**src/rtl/cordic.sv**
```systemverilog
// Iterative rotation-mode CORDIC: one micro-rotation per clock, start/done handshake.
// Define CORDIC_SAT_EN to saturate (instead of wrap) when narrowing x/y to WIDTH bits.
module cordic #(
  parameter int WIDTH       = 16,
  parameter int ITERATIONS  = 15,
  parameter int ANGLE_WIDTH = 32
) (
  input  logic                   clock,
  input  logic                   reset,
  input  logic                   start,
  input  logic [WIDTH-1:0]       x_start,
  input  logic [WIDTH-1:0]       y_start,
  input  logic [ANGLE_WIDTH-1:0] angle,
  output logic [WIDTH-1:0]       cosine,
  output logic [WIDTH-1:0]       sine,
  output logic                   done
);

  localparam int XW = WIDTH + 2;
  localparam int ZW = ANGLE_WIDTH + 1;
  localparam int SH = 32 - ANGLE_WIDTH;

  typedef enum logic [1:0] {
    IDLE,
    REDUCE,
    ROTATE,
    DONE
  } state_e;

  function automatic logic signed [ZW-1:0] scale(input logic [31:0] c);
    logic signed [31:0] s;
    s = $signed(c) >>> SH;
    return ZW'(s);
  endfunction

  function automatic logic [31:0] atan_rom(input logic [4:0] i);
    logic [31:0] r;
    unique case (i)
      5'd0:    r = 32'h1921FB54;
      5'd1:    r = 32'h0ED63383;
      5'd2:    r = 32'h07D6DD7E;
      5'd3:    r = 32'h03FAB753;
      5'd4:    r = 32'h01FF55BB;
      5'd5:    r = 32'h00FFEAAE;
      5'd6:    r = 32'h007FFD55;
      5'd7:    r = 32'h003FFFAB;
      5'd8:    r = 32'h001FFFF5;
      5'd9:    r = 32'h000FFFFF;
      default: r = 32'h1 << (5'd29 - i);
    endcase
    return r;
  endfunction

  function automatic logic [WIDTH-1:0] narrow(input logic signed [XW-1:0] v);
`ifdef CORDIC_SAT_EN
    logic signed [XW-1:0] hi;
    logic signed [XW-1:0] lo;
    hi = XW'((2 ** (WIDTH - 1)) - 1);
    lo = -hi - XW'(1);
    if (v > hi) return hi[WIDTH-1:0];
    else if (v < lo) return lo[WIDTH-1:0];
    else return v[WIDTH-1:0];
`else
    return v[WIDTH-1:0];
`endif
  endfunction

  localparam logic signed [ZW-1:0] PI_Z     = scale(32'h6487ED51);
  localparam logic signed [ZW-1:0] HALF_PI  = scale(32'h3243F6A8);
  localparam logic signed [ZW-1:0] TWO_PI   = PI_Z + PI_Z;
  localparam logic [4:0]           LAST_IT  = 5'(ITERATIONS - 1);

  state_e               state_q, state_d;
  logic signed [XW-1:0] x_q, x_d, y_q, y_d;
  logic signed [ZW-1:0] z_q, z_d;
  logic [4:0]           iter_q, iter_d;
  logic [WIDTH-1:0]     cos_q, cos_d, sin_q, sin_d;
  logic                 done_q, done_d;
  logic signed [ZW-1:0] zr, at;
  logic signed [XW-1:0] xs, ys;

  always_comb begin
    state_d = state_q;
    x_d     = x_q;
    y_d     = y_q;
    z_d     = z_q;
    iter_d  = iter_q;
    cos_d   = cos_q;
    sin_d   = sin_q;
    done_d  = done_q;
    zr      = z_q;
    at      = scale(atan_rom(iter_q));
    xs      = x_q >>> iter_q;
    ys      = y_q >>> iter_q;
    unique case (state_q)
      IDLE, DONE: begin
        // outputs load one cycle after entering DONE; start waits for that
        if (state_q == DONE && !done_q) begin
          cos_d  = narrow(x_q);
          sin_d  = narrow(y_q);
          done_d = 1'b1;
        end else if (start) begin
          x_d     = XW'($signed(x_start));
          y_d     = XW'($signed(y_start));
          z_d     = ZW'($signed(angle));
          done_d  = 1'b0;
          state_d = REDUCE;
        end
      end
      REDUCE: begin
        if (z_q > PI_Z) zr = z_q - TWO_PI;
        else if (z_q < -PI_Z) zr = z_q + TWO_PI;
        z_d = zr;
        if (zr > HALF_PI) begin
          z_d = zr - PI_Z;
          x_d = -x_q;
          y_d = -y_q;
        end else if (zr < -HALF_PI) begin
          z_d = zr + PI_Z;
          x_d = -x_q;
          y_d = -y_q;
        end
        iter_d  = '0;
        state_d = ROTATE;
      end
      ROTATE: begin
        if (!z_q[ZW-1]) begin
          x_d = x_q - ys;
          y_d = y_q + xs;
          z_d = z_q - at;
        end else begin
          x_d = x_q + ys;
          y_d = y_q - xs;
          z_d = z_q + at;
        end
        iter_d = iter_q + 5'd1;
        if (iter_q == LAST_IT) state_d = DONE;
      end
      default: state_d = IDLE;
    endcase
  end

  always_ff @(posedge clock) begin
    if (reset) begin
      state_q <= IDLE;
      x_q     <= '0;
      y_q     <= '0;
      z_q     <= '0;
      iter_q  <= '0;
      cos_q   <= '0;
      sin_q   <= '0;
      done_q  <= 1'b0;
    end else begin
      state_q <= state_d;
      x_q     <= x_d;
      y_q     <= y_d;
      z_q     <= z_d;
      iter_q  <= iter_d;
      cos_q   <= cos_d;
      sin_q   <= sin_d;
      done_q  <= done_d;
    end
  end

  assign cosine = cos_q;
  assign sine   = sin_q;
  assign done   = done_q;

endmodule

```
**config.mk**
```make
export PLATFORM = sky130hd
export DESIGN_NAME = cordic
export DESIGN_NICKNAME = d
export VERILOG_FILES = /design/src/rtl/cordic.sv
export SDC_FILE = /design/constraint.sdc
export NUM_CORES = 1
export LEC_CHECK = 0
export BUFFER_PORTS_ARGS = -buffer_cell sky130_fd_sc_hd__buf_2
export CORE_ASPECT_RATIO = 1.1
export CORE_MARGIN = 2
export CORE_UTILIZATION = 35
export CTS_CLUSTER_SIZE = 20
export DETAILED_ROUTE_END_ITERATION = 10
export PLACE_DENSITY = 0.52
export SLEW_MARGIN = 25
export SYNTH_ARGS = -nofsm -noshare
export SYNTH_HDL_FRONTEND = slang
export SYNTH_SLANG_ARGS = --single-unit
```
**constraint.sdc**
```tcl
create_clock -name clock -period 7.15 [get_ports clock]
set_input_delay 1.43 -clock clock [delete_from_list [all_inputs] [get_ports clock]]
set_output_delay 1.43 -clock clock [all_outputs]
set_load 0.005 [all_outputs]
```
After elaboration in Yosys (flattened, before gate mapping):

Index checks and enable logic that the tools add are counted.

* word-level logic and storage cells: 87
* register bits: 109
* output and inout port bits: 33

* shift-type cells: 3
* reductions and logical operators: 12
* add/subtract/negate cells: 14
* magnitude comparators: 4
* multiplexer cells: 29
* equality and inequality tests: 17

Operators with widths (number)
* $pmux W32 S10: 1
* $mux W33: 8
* $mux W18: 10
* $pmux W18 S3: 2
* $pmux W33 S3: 1
* $add A18 B18 Y18: 2
* $neg A18 Y18: 2
* $sshr A18 B5 Y18: 2
* $sub A18 B18 Y18: 2
* $add A33 B32 Y33: 1
* $add A33 B32 Y33 const B: 1
* $add A33 B33 Y33 const B: 1
* $gt A33 B31 Y1 const B: 1
* $gt A33 B32 Y1 const B: 1
* $lt A33 B31 Y1 const B: 1
* $lt A33 B32 Y1 const B: 1
* $sub A33 B32 Y33: 1
* $sub A33 B32 Y33 const B: 1
* $sub A33 B33 Y33 const B: 1
* $shl A1 B5 Y32 const A: 1
* $eq A5 B3 Y1 const B: 4
* $eq A5 B4 Y1 const B: 3
* $eq A5 B2 Y1 const B: 2
* $pmux W5 S2: 1
* other kinds (18): 28

Logic depth before layout (Yosys ltp):

Gate-level depths: netlist of the first run.

* depth in word-level cells: 8
* gate-level depth with buffers: 34

Least setup slack after synthesis of the first run:

OpenSTA, ideal clock, no wires.

* path type: reg2reg
* start: register iter_q[0]
* end: register z_q[32]
* required time: 7.025 ns
* data arrival time: 7.201 ns
* setup time: 0.125 ns
* stages on the path, launching flop included: 32
* setup slack: -0.176 ns
* path through: dfxtp_1 > buf_2 > clkbuf_1 > buf_1 > buf_2 > inv_1 > ha_1 > clkbuf_1 > nand3b_1 > a41oi_1 > nor3_1 > o21ai_0 > a211oi_1 > nor2b_1 > and2_1 > a21oi_1 > xor2_1 > ha_1 > a21o_1 > a21o_1 > a21oi_1 > o21ai_0 > a221oi_1 > o21ai_0 > a31o_2 > a311o_1 > a211o_1 > a21oi_1 > xnor2_1 > a211o_1 > a311oi_1 > nor3_1

* longest elaborated chain between the ends: 6
* elaborated cells on any way between the ends: 17

RTL lines
* start: declaration: RTL line 76 `logic [4:0] iter_q, iter_d;`
* start signal: assignment: RTL line 158 `iter_q <= iter_d;`
* $sub A5 B5 Y5: RTL line 49 `default: r = 32'h1 << (5'd29 - i);`
* $shl A1 B5 Y32: RTL line 49
* $pmux W32 S10 (*): RTL line 38 `unique case (i)`
* $sub A33 B32 Y33 or $add A33 B32 Y33 (tied branches): RTL line 130, 134
* $mux W33 (*): RTL line 127 `if (!z_q[ZW-1]) begin`
* $pmux W33 S3 (*): RTL line 95 `unique case (state_q)`
* end signal: assignment: RTL line 157 `z_q <= z_d;`
* end: declaration: RTL line 75 `logic signed [ZW-1:0] z_q, z_d;`

Every way passes the cells marked *; elsewhere a longest branch is shown, timed or not.
A chain may end at the register's enable or synchronous reset.

Worst setup path after layout of the first run:

* start: register iter_q[2]
* end: register z_q[32]

Same word-level chain as after synthesis.

==> metrics.txt, run 1 <==
Worst setup EP type flip-flop; insertion delay to the later sink of the worst-skew pair roughly 410 ps; total core area 0.0466 mm²; wire per inst about 24 µm; fillcell total a little under 5k; Chip Width between 200 and 250 µm; Ys Warns 0; drt pass-1 iters 5; GPL Wtd Cong just under 1; FF+latch area roughly 0.0022 mm²; Hold Fails Final Rpt 0; Crit Reg-Reg Startpoint iter_q[2]; Final ANT Viol Nets 0; Synth top cells by count nand2_1 (260), a21oi_1 (224), nor2_1 (194); Worst Hold Class reg -> reg; share of the synthesized area in the top cell type roughly an eighth; vias in the first global route 17.5k; Critical Path RT 7450 ps; cell taking the most area after synthesis dfxtp_1; cts bufs inserted 9; outcome complete, no violations; IO Port Bufs 99; CTS tree yes; cell mode on critical path a21oi_1; Max Transition Viols Final 0; count leader, synth nand2_1; Post CTS Setup Buffer Count 0; area grow syn2layout 7.78%; critical setup path kind reg -> reg; clock buffer depth 2; DRC 0; share of cells above drive strength 1 a little over an eighth; number of antenna diodes 0; CTS Hold Bufs 0; Clk Tree Root Cell clkbuf_16; Max H-tree Level 3; area of the multi-input gates 0.0133 mm²; initial antenna violation count 0; CTS clk-pin slew, worst paths around 100 ps; Post-Syn Instances 2329; Synth Register Bits around 110; final setup vio count 0; Crit path buffers/inverters 1; Tmin final around 6600 ps; max incr delay on CP 630 ps; first-pass GRT wire length between 100 and 150 mm; CP delay by family, top compound AO/OA/AOI/OAI gates; GR Util All Layers 28.0%; fin crit share 92.0%; post-synth cell types ~110; f_max roughly 150 MHz; Lkg Pwr just under 7 nW; setup tns final 0 ps; Critical Path Fanout Max 29; Final #Nets 2471; post-placement worst setup slack between 300 and 400 ps; IO Pins 100; largest net degree at the start of global routing 73; Syn Area/Cell 7.09 µm²; Max-Cap Viols 0; ys flop type dfxtp_1; Die H 232 µm; # rows a little over 80; Sink Count 109; Async S/R FF share, synth 0%; die area 0.0489 mm²; Max IR drop VDD 0.321 mV; Area contributors post-synth dfxtp_1 (13%), a21oi_1 (6.8%), ha_1 (6.6%), xnor2_1 (6.4%), nand2_1 (5.9%); vias 18.1k; Max transition margin 30.7%; hold_sp cosine[11]; Clock Skew 15.2 ps; Setup WS post-layout between 500 and 600 ps; pwr dens 572 mW/mm²; dpl hpwl 52.7 mm; CP startpoint kind flip-flop; global route overflow 0; DR vias/cell 6.22; syn nets 2486; drt initial violations 1686; worst-margin pin slew about 1000 ps; register area share after synthesis 13.2%; CP startpoint iter_q[2]; EDFF count, synth 0; RSZ-0062 raised after global routing no; slowest stage cell, crit path dfxtp_2; initial cell density of the core 35.4%; worst path cell trace buf_4 > nor3_1 > o21bai_1 > a21oi_1 > nor3_1 > o21ai_0 > nor4_1 > a21oi_1 > xnor2_1 > ha_1 > a21o_1 > a21oi_1 > o21ai_0 > a221oi_1 > o21ai_1 > a31o_2 > a311o_1 > a211o_1 > a21oi_1 > xnor2_1 > a211o_1 > a311oi_1 > nor3_1; aggregate routed wire length about 70 mm; Synth Cell Area 0.0165 mm²; Critical Path AT 6880 ps
## metal layers
layer / up-vias / share of wire (%) / global-route usage (%) / wire length [µm]
met5: - / 0 / 0 / 0
met1: 8731 / 40 / 33.3 / 27800
met3: 152 / 5.6 / 3.68 / 3870
met4: 0 / 5.5 / 14.7 / 3820
li1: 8558 / - / - / -
met2: 689 / 49 / 49.1 / 33700
## worst min-delay path: stages, from the launching register on
cell and delay (ps):
dfxtp_1 320, nand2_1 50, a21oi_1 50
## repair_timing
action                     4_1_cts  5_1_grt
resized for setup                0        3
hold endpoints to repair         0        0
setup endpoints to repair        0        1
## state kept, by name, indices dropped and copies added (netlist names)
name,cells
sine,16
done,1
cosine,16
state_q,2
y_q,18
z_q,33
iter_q,5
x_q,18
## final cells by class
class                   instances  share of cell area (%)
clock inverters                 6                   0.471
clock buffers                  10                    1.34
inverters                      70                    1.48
repair buffers                157                    5.24
flip-flops and latches        109                    12.3
well taps                     595                    4.18
multi-input cells            1967                    75.0
## stage by stage
stage | total power [mW] | utilization (%) | area [µm²] | hold WS (ps) | std cells
finish | 10.2 | 38.2 | 17800 | 458 | 2914
CTS | 10.1 | 38.2 | 17800 | 462 | 2914
floorplan | 6.97 | - | 16500 | 453 | 2329
detailed placement | 9.40 | 37.5 | 17500 | 448 | 2898
global placement | 9.36 | 37.5 | 17500 | 443 | 2898
global route | 10.9 | 38.2 | 17800 | 479 | 2914
## layout by cell type, fill, tap and decap left out, types with 27 or more instances in the layout
cell / Yosys / layout
mux2i_1: 32 / 32
xor2_1: 68 / 68
inv_1: 68 / 67
buf_4: 6 / 59
nand3_1: 45 / 44
dfxtp_1: 109 / 104
a31oi_1: 29 / 29
or3_1: 35 / 35
xnor2_1: 120 / 120
a21o_1: 33 / 33
nor3_1: 60 / 60
buf_2: 13 / 98
mux4_2: 32 / 32
nand2b_1: 27 / 27
nor2_1: 194 / 193
ha_1: 87 / 85
a21oi_1: 224 / 223
nand2_1: 260 / 260
o21ai_0: 162 / 160
nor4_1: 29 / 29
## path summary, 6_finish.rpt
check | end | slack, ps | depth (start not counted)
worst max-delay path | z_q[32] | 570 | 23
worst min-delay path | cosine[11] | 460 | 2
worst max register to register | z_q[32] | 570 | 23
worst min register to register | cosine[11] | 460 | 2
## where the power goes
| group | internal [mW] | total (mW) | switching, mW |
|---|---|---|---|
| combinational | 3.07 | 8.39 | 5.32 |
| sequential | 0.758 | 1.19 | 0.429 |
| clock | 0.292 | 0.604 | 0.312 |
| total | 4.12 | 10.2 | 6.06 |
## cells by family (layout without fill, tap and decap cells)
group	count (synthesis)	after routing	synth area share, %
AO/OA/AOI/OAI	785	785	31.5
XOR/XNOR	191	191	10.3
buffers and inverters	253	243	6.17
flip-flops	109	109	13.2
adder cells (fa/ha/maj)	90	90	6.96
multiplexers	82	82	7.53
AND/OR/NAND/NOR	819	819	24.3
Note: power is estimated with default switching activity, not from simulation.
==> run 2: changes to the inputs <==
RECOVER_POWER = 50   (was not set)
==> run 2 against run 1 <==
Effect of this change: the flow now finishes with violations (capacitance limit, slew limit); sequential power is essentially flat; core utilization shrank 0.067 points; first-iteration DRC count shrank 2.5%; sequential share of layout area is essentially flat; worst hold slack is essentially flat; maximum frequency shrank 0.25%; wire length is essentially flat; setup slack lost 17 ps; final cell count is the same.
==> metrics.txt, run 2 (synthesized netlist as in run 1, its figures left out) <==
Die H 232 µm (unchanged); Max transition margin -90.5% (-120 points); vias 18.1k (-0.12%); outcome finished, violations left; DR vias/cell 6.21 (-0.12%); Regs by FF count z_q (33), x_q (18), y_q (18); Max-Cap Viols 2 (+2); setup tns final 0 ps (unchanged); CP startpoint kind flip-flop; max reg flops 33 (unchanged); placed instance area 0.0175 mm² (unchanged); Critical Path RT 7450 ps (about the same); Max Transition Viols Final 98 (+98); pwr dens 573 mW/mm² (+0.21%); Worst setup EP type flip-flop; cts bufs inserted 9 (unchanged); CP startpoint iter_q[1]; Crit Reg-Reg Startpoint iter_q[1]; drt pass-1 iters 5 (unchanged); Clock Skew 17.0 ps (+1.83 ps); initial antenna violation count 0 (unchanged); area grow syn2layout 7.59%; RSZ-0062 raised after global routing no; IO Port Bufs 99 (unchanged); f_max 152 MHz (-0.25%); leading cell type in the layout, fill and taps excluded nand2_1; wire per inst 23.7 µm (about the same); largest net degree at the start of global routing 73 (unchanged); CTS Hold Bufs 0 (unchanged); global route overflow 0 (unchanged); worst-margin pin slew 2860 ps (+1820 ps); IO Pins 100 (unchanged); failing checks capacitance limit, slew limit; Lkg Pwr 6.84 nW (-1.3%); Hold Fails Final Rpt 0 (unchanged); fin crit share 92.3% (+0.23 points); Clk Tree Root Cell clkbuf_16; first-pass GRT wire length 106 mm (unchanged); DRC 0 (unchanged); final setup vio count 0 (unchanged); Top reg by flops z_q; # rows 83 (unchanged); Pwr Total 10.2 mW (about the same); final instance area 0.0178 mm² (-0.18%); hold_sp cosine[11]; GPL Wtd Cong 0.977 (unchanged); Chip Width 211 µm (unchanged); CTS tree yes; clock buffer depth 2 (unchanged); die area 0.0489 mm² (unchanged); Critical Path Fanout Max 12 (-59%); Post-CTS Resized 0 (unchanged); Max H-tree Level 3 (unchanged); initial cell density of the core 35.4% (unchanged); insertion delay to the later sink of the worst-skew pair 410 ps (about the same); number of antenna diodes 0 (unchanged); Final ANT Viol Nets 0 (unchanged); Sink Count 109 (unchanged); Post CTS Setup Buffer Count 0 (unchanged); Worst Hold Class reg -> reg; aggregate routed wire length 69.2 mm (about the same); most frequent cells in the layout nand2_1 (260), a21oi_1 (223), nor2_1 (193); vias in the first global route 17.5k (unchanged); critical setup path kind reg -> reg; Final #Nets 2471 (unchanged); total core area 0.0466 mm² (unchanged); CTS clk-pin slew, worst paths 100 ps (about the same); Critical Path AT 6900 ps (+20 ps); drt initial violations 1644 (-2.5%); Max IR drop VDD 0.321 mV (about the same); GR Util All Layers 28.0% (unchanged); Tmin final 6600 ps (+16.5 ps); share of cells above drive strength 1 12.2% (-0.91 points); dpl hpwl 52.7 mm (unchanged)
-- run 2: cell types whose count changed in the layout (fill, tap and decap cells not counted) --
cell and change:
buf_2 -19, clkbuf_1 +20, buf_4 -2, buf_1 +1
-- run 2: worst paths after layout --
kind                 to  cells after the start  slack (ps)
max             z_q[32]                     27         550
min          cosine[11]                      2         460
max reg2reg     z_q[32]                     27         550
min reg2reg  cosine[11]                      2         460
-- run 2: area by class of cell --
type / instances / area, µm²
well taps: 595 / 744
flip-flops and latches: 109 / 2190
repair buffers: 157 / 902
multi-input cells: 1967 / 13300
clock buffers: 10 / 239
clock inverters: 6 / 83.8
inverters: 70 / 263
fillers: 4956 / 28900
-- run 2: per-stage QoR --
| stage | hold WS, ps | std cells | util [%] | setup WS, ps |
|---|---|---|---|---|
| after floorplan | 453 | 2329 | - | 41.3 |
| after global placement | 443 | 2898 | 37.5 | 482 |
| after detailed placement | 448 | 2898 | 37.5 | 383 |
| after CTS | 462 | 2914 | 38.2 | 337 |
| after global routing | 479 | 2914 | 38.1 | 11.2 |
| final | 458 | 2914 | 38.1 | 552 |
-- run 2: worst max-delay path: stages, from the launching register on --
cell	delay [ps]
dfxtp_2	420
inv_1	100
ha_1	280
buf_4	220
nand3b_1	140
a41oi_1	230
nor3_1	290
o21ai_0	220
a211oi_1	300
nor2b_1	220
and2_1	240
a21oi_1	100
xor2_1	180
ha_1	350
a21o_1	200
a21o_1	170
a21oi_1	150
o21ai_0	110
a221oi_1	460
o21ai_1	250
a31o_2	290
a311o_1	350
a211o_1	270
a21oi_1	170
xnor2_1	100
a211o_1	300
a311oi_1	270
nor3_1	90
-- run 2: per-layer routing --
| metal | track usage (%) | vias up | share of wire, % |
|---|---|---|---|
| met1 | 33.3 | 8727 | 40 |
| met5 | 0 | - | 0 |
| met3 | 3.68 | 146 | 5.6 |
| met4 | 14.7 | 0 | 5.4 |
| li1 | - | 8558 | - |
| met2 | 49.1 | 678 | 49 |
-- run 2: report_power, final --
part | switching [mW] | leakage (nW) | internal (mW)
registers | 0.429 | 0.895 | 0.759
clock network | 0.312 | 0.159 | 0.292
logic | 5.33 | 5.79 | 3.07
==> run 3: changes to the inputs <==
ABC_AREA = 1   (was not set)
PLACE_DENSITY = 0.51   (was 0.52)
==> run 3 against run 2 <==
Effect of this change: clock skew is 4.6 ps higher; final cell count is 62% higher; area after synthesis is 26% higher; synthesized cell count is 70% higher; the run still ends with capacitance limit, slew limit left; largest cell class unchanged.
==> metrics.txt, run 3 <==
setup tns final 0 ps (unchanged); Reg2Reg Capture Point z_q[32]; Max transition margin -50.4% (+40 points); # rows 93 (+12%); largest net degree at the start of global routing 73 (unchanged); hold_sp sine[2]; critical setup path kind reg -> reg; Post-CTS Resized 0 (unchanged); IO Pins 100 (unchanged); GPL Wtd Cong 1.04 (+6.4%); syn nets 4120 (+66%); max incr delay on CP 730 ps (+270 ps); Area contributors post-synth nand2_1 (23%), dfxtp_1 (10%), nor2_1 (9.5%), inv_1 (7.6%), o21ai_0 (7.2%); IO Port Bufs 99 (unchanged); Tmin final 6080 ps (-515 ps); EDFF count, synth 0 (unchanged); fin crit share 85.1% (-7.2 points); post-synth cell types 66 (-37%); M2 GR Usage 52.8% (+3.8 points); leading cell type in the layout, fill and taps excluded nand2_1; cell taking the most area after synthesis nand2_1; die area 0.0614 mm² (+25%); Worst Hold Class reg -> reg; Synth Cell Area 0.0208 mm² (+26%); Top reg by flops z_q; f_max 164 MHz (+8.5%); Critical Path Fanout Max 19 (+7); max reg flops 33 (unchanged); Chip Width 236 µm (+12%); Final ANT Viol Nets 0 (unchanged); Clock Skew 21.6 ps (+4.64 ps); vias 25.6k (+41%); Post CTS Setup Buffer Count 0 (unchanged); aggregate routed wire length 93.5 mm (+35%); most frequent cells in the layout nand2_1 (1249), nor2_1 (527), inv_1 (420); met1 Use GR 35.4% (+2.1 points); initial cell density of the core 35.4% (about the same); CP startpoint kind flip-flop; DR vias/cell 5.42 (-13%); final setup vio count 0 (unchanged); CTS tree yes; CP delay by family, top simple AND/OR/NAND/NOR gates; Crit Reg-Reg Startpoint iter_q[2]; vias in the first global route 24.4k (+39%); worst-margin pin slew 2260 ps (-601 ps); slowest stage cell, crit path dfxtp_1; area grow syn2layout 5.47%; Synth Register Bits 109 (unchanged); Synth top cells by count nand2_1 (1250), nor2_1 (528), inv_1 (420); insertion delay to the later sink of the worst-skew pair 390 ps (-20 ps); Sink Count 109 (unchanged); cell mode on critical path nand2_1; CTS clk-pin slew, worst paths 90 ps (about the same); Regs by FF count z_q (33), x_q (18), y_q (18); R2R cell count 36 (+33%); Post-Syn Instances 3963 (+70%); Critical Path AT 6390 ps (-510 ps); Max Transition Viols Final 127 (+30%); dpl hpwl 75.8 mm (+44%); Max H-tree Level 3 (unchanged); failing checks capacitance limit, slew limit; Max-Cap Viols 3 (+1); wire per inst 19.8 µm (-16%); gr busiest metal met2; initial antenna violation count 1 (+1); share of the synthesized area in the top cell type 22.6% (+9.4 points); Ys Warns 0 (unchanged); Die H 260 µm (+12%); drt initial violations 1984 (+21%); hold endpoint sine[2]; Hold Fails Final Rpt 0 (unchanged); RSZ-0062 raised after global routing no; Syn Area/Cell 5.25 µm² (-26%); count leader, synth nand2_1; ys flop type dfxtp_1; Critical Path RT 7460 ps (about the same); total core area 0.0586 mm² (+26%); Clk Tree Root Cell clkbuf_16; Worst setup EP type flip-flop; register area share after synthesis 10.5% (-2.7 points); outcome finished, violations left; drt pass-1 iters 6 (+1); r2r setup slk 1070 ps (+510 ps); Final #Nets 4105 (+66%); share of cells above drive strength 1 7.29% (-4.9 points); Crit path buffers/inverters 7 (+5); worst hold stages 2 (unchanged); GR Util All Layers 29.8% (+1.8 points); DRC 0 (unchanged); global route overflow 0 (unchanged); GR Util met3 2.81% (-0.87 points); CTS Hold Bufs 0 (unchanged); cts bufs inserted 9 (unchanged); clock buffer depth 2 (unchanged); first-pass GRT wire length 143 mm (+35%); Async S/R FF share, synth 0% (unchanged)
## run 3: cell types whose count changed after synthesis, sizes merged, moves of 63 or more
cell,delta
nand2,+1032
o21ai,+153
inv,+390
nand3,+211
clkbuf,-63
xnor2,-105
nor2,+355
## run 3: worst max path at each step
stage	from	to	depth (start not counted)
2_1_floorplan	iter_q[0]	z_q[27]	38
3_3_place_gp	iter_q[2]	z_q[26]	32
3_5_place_dp	iter_q[2]	z_q[32]	36
4_1_cts	iter_q[2]	z_q[32]	36
5_1_grt	iter_q[2]	z_q[32]	36
6_report	iter_q[2]	z_q[32]	36
## run 3: area by class of cell
cell class                 instances  area (µm²)
clock inverter                     7        77.6
tap                              760         951
fill                            6923       36700
multi-input combinational       3229       16000
inverter                         462        1740
clock buffer                       9         225
antenna                            1        2.50
sequential                       109        2180
timing repair buffer             137         763
## run 3: logic make-up (layout without fill, tap and decap cells)
logic type / count (synthesis) / after routing / share of synthesized area (%)
adders and majority gates: 90 / 90 / 5.52
other: 0 / 1 / 0
AOI/OAI and AO/OA: 745 / 745 / 20.4
muxes: 11 / 11 / 0.530
DFF: 109 / 109 / 10.5
and+or+nand+nor: 2263 / 2263 / 45.3
xor gates and xnor gates: 120 / 120 / 5.06
buffers and inverters: 625 / 615 / 12.7
## run 3: routing by layer
metal	share of wire (%)	wire, µm
met1	41	38700
met2	48	44700
met3	4.7	4420
met4	6.1	5670
met5	0.014	13
## run 3: stage by stage
step	instances	hold slack (ps)	utilization [%]	worst slack [ps]	area [µm²]
2_1_floorplan	3963	479	-	1760	20800
3_3_place_gp	4697	526	36.9	1250	21700
3_5_place_dp	4697	525	36.9	1170	21700
4_1_cts	4713	549	37.5	1150	22000
5_1_grt	4713	586	37.4	335	21900
6_report	4714	549	37.4	1070	21900
## run 3: worst register-to-register path, delay by kind of cell, from the launching register on
family / cells / cell delay [ps]
AND/OR/NAND/NOR: 23 / 3020
buffers and inverters: 7 / 850
flip-flops: 1 / 730
AO/OA/AOI/OAI: 3 / 710
adder cells (fa/ha/maj): 2 / 520
XOR/XNOR: 1 / 160
Power of run 3 is left out: the tool's default activity adds up to more than one toggle a clock period on the data nets, which glitch-free logic cannot reach.
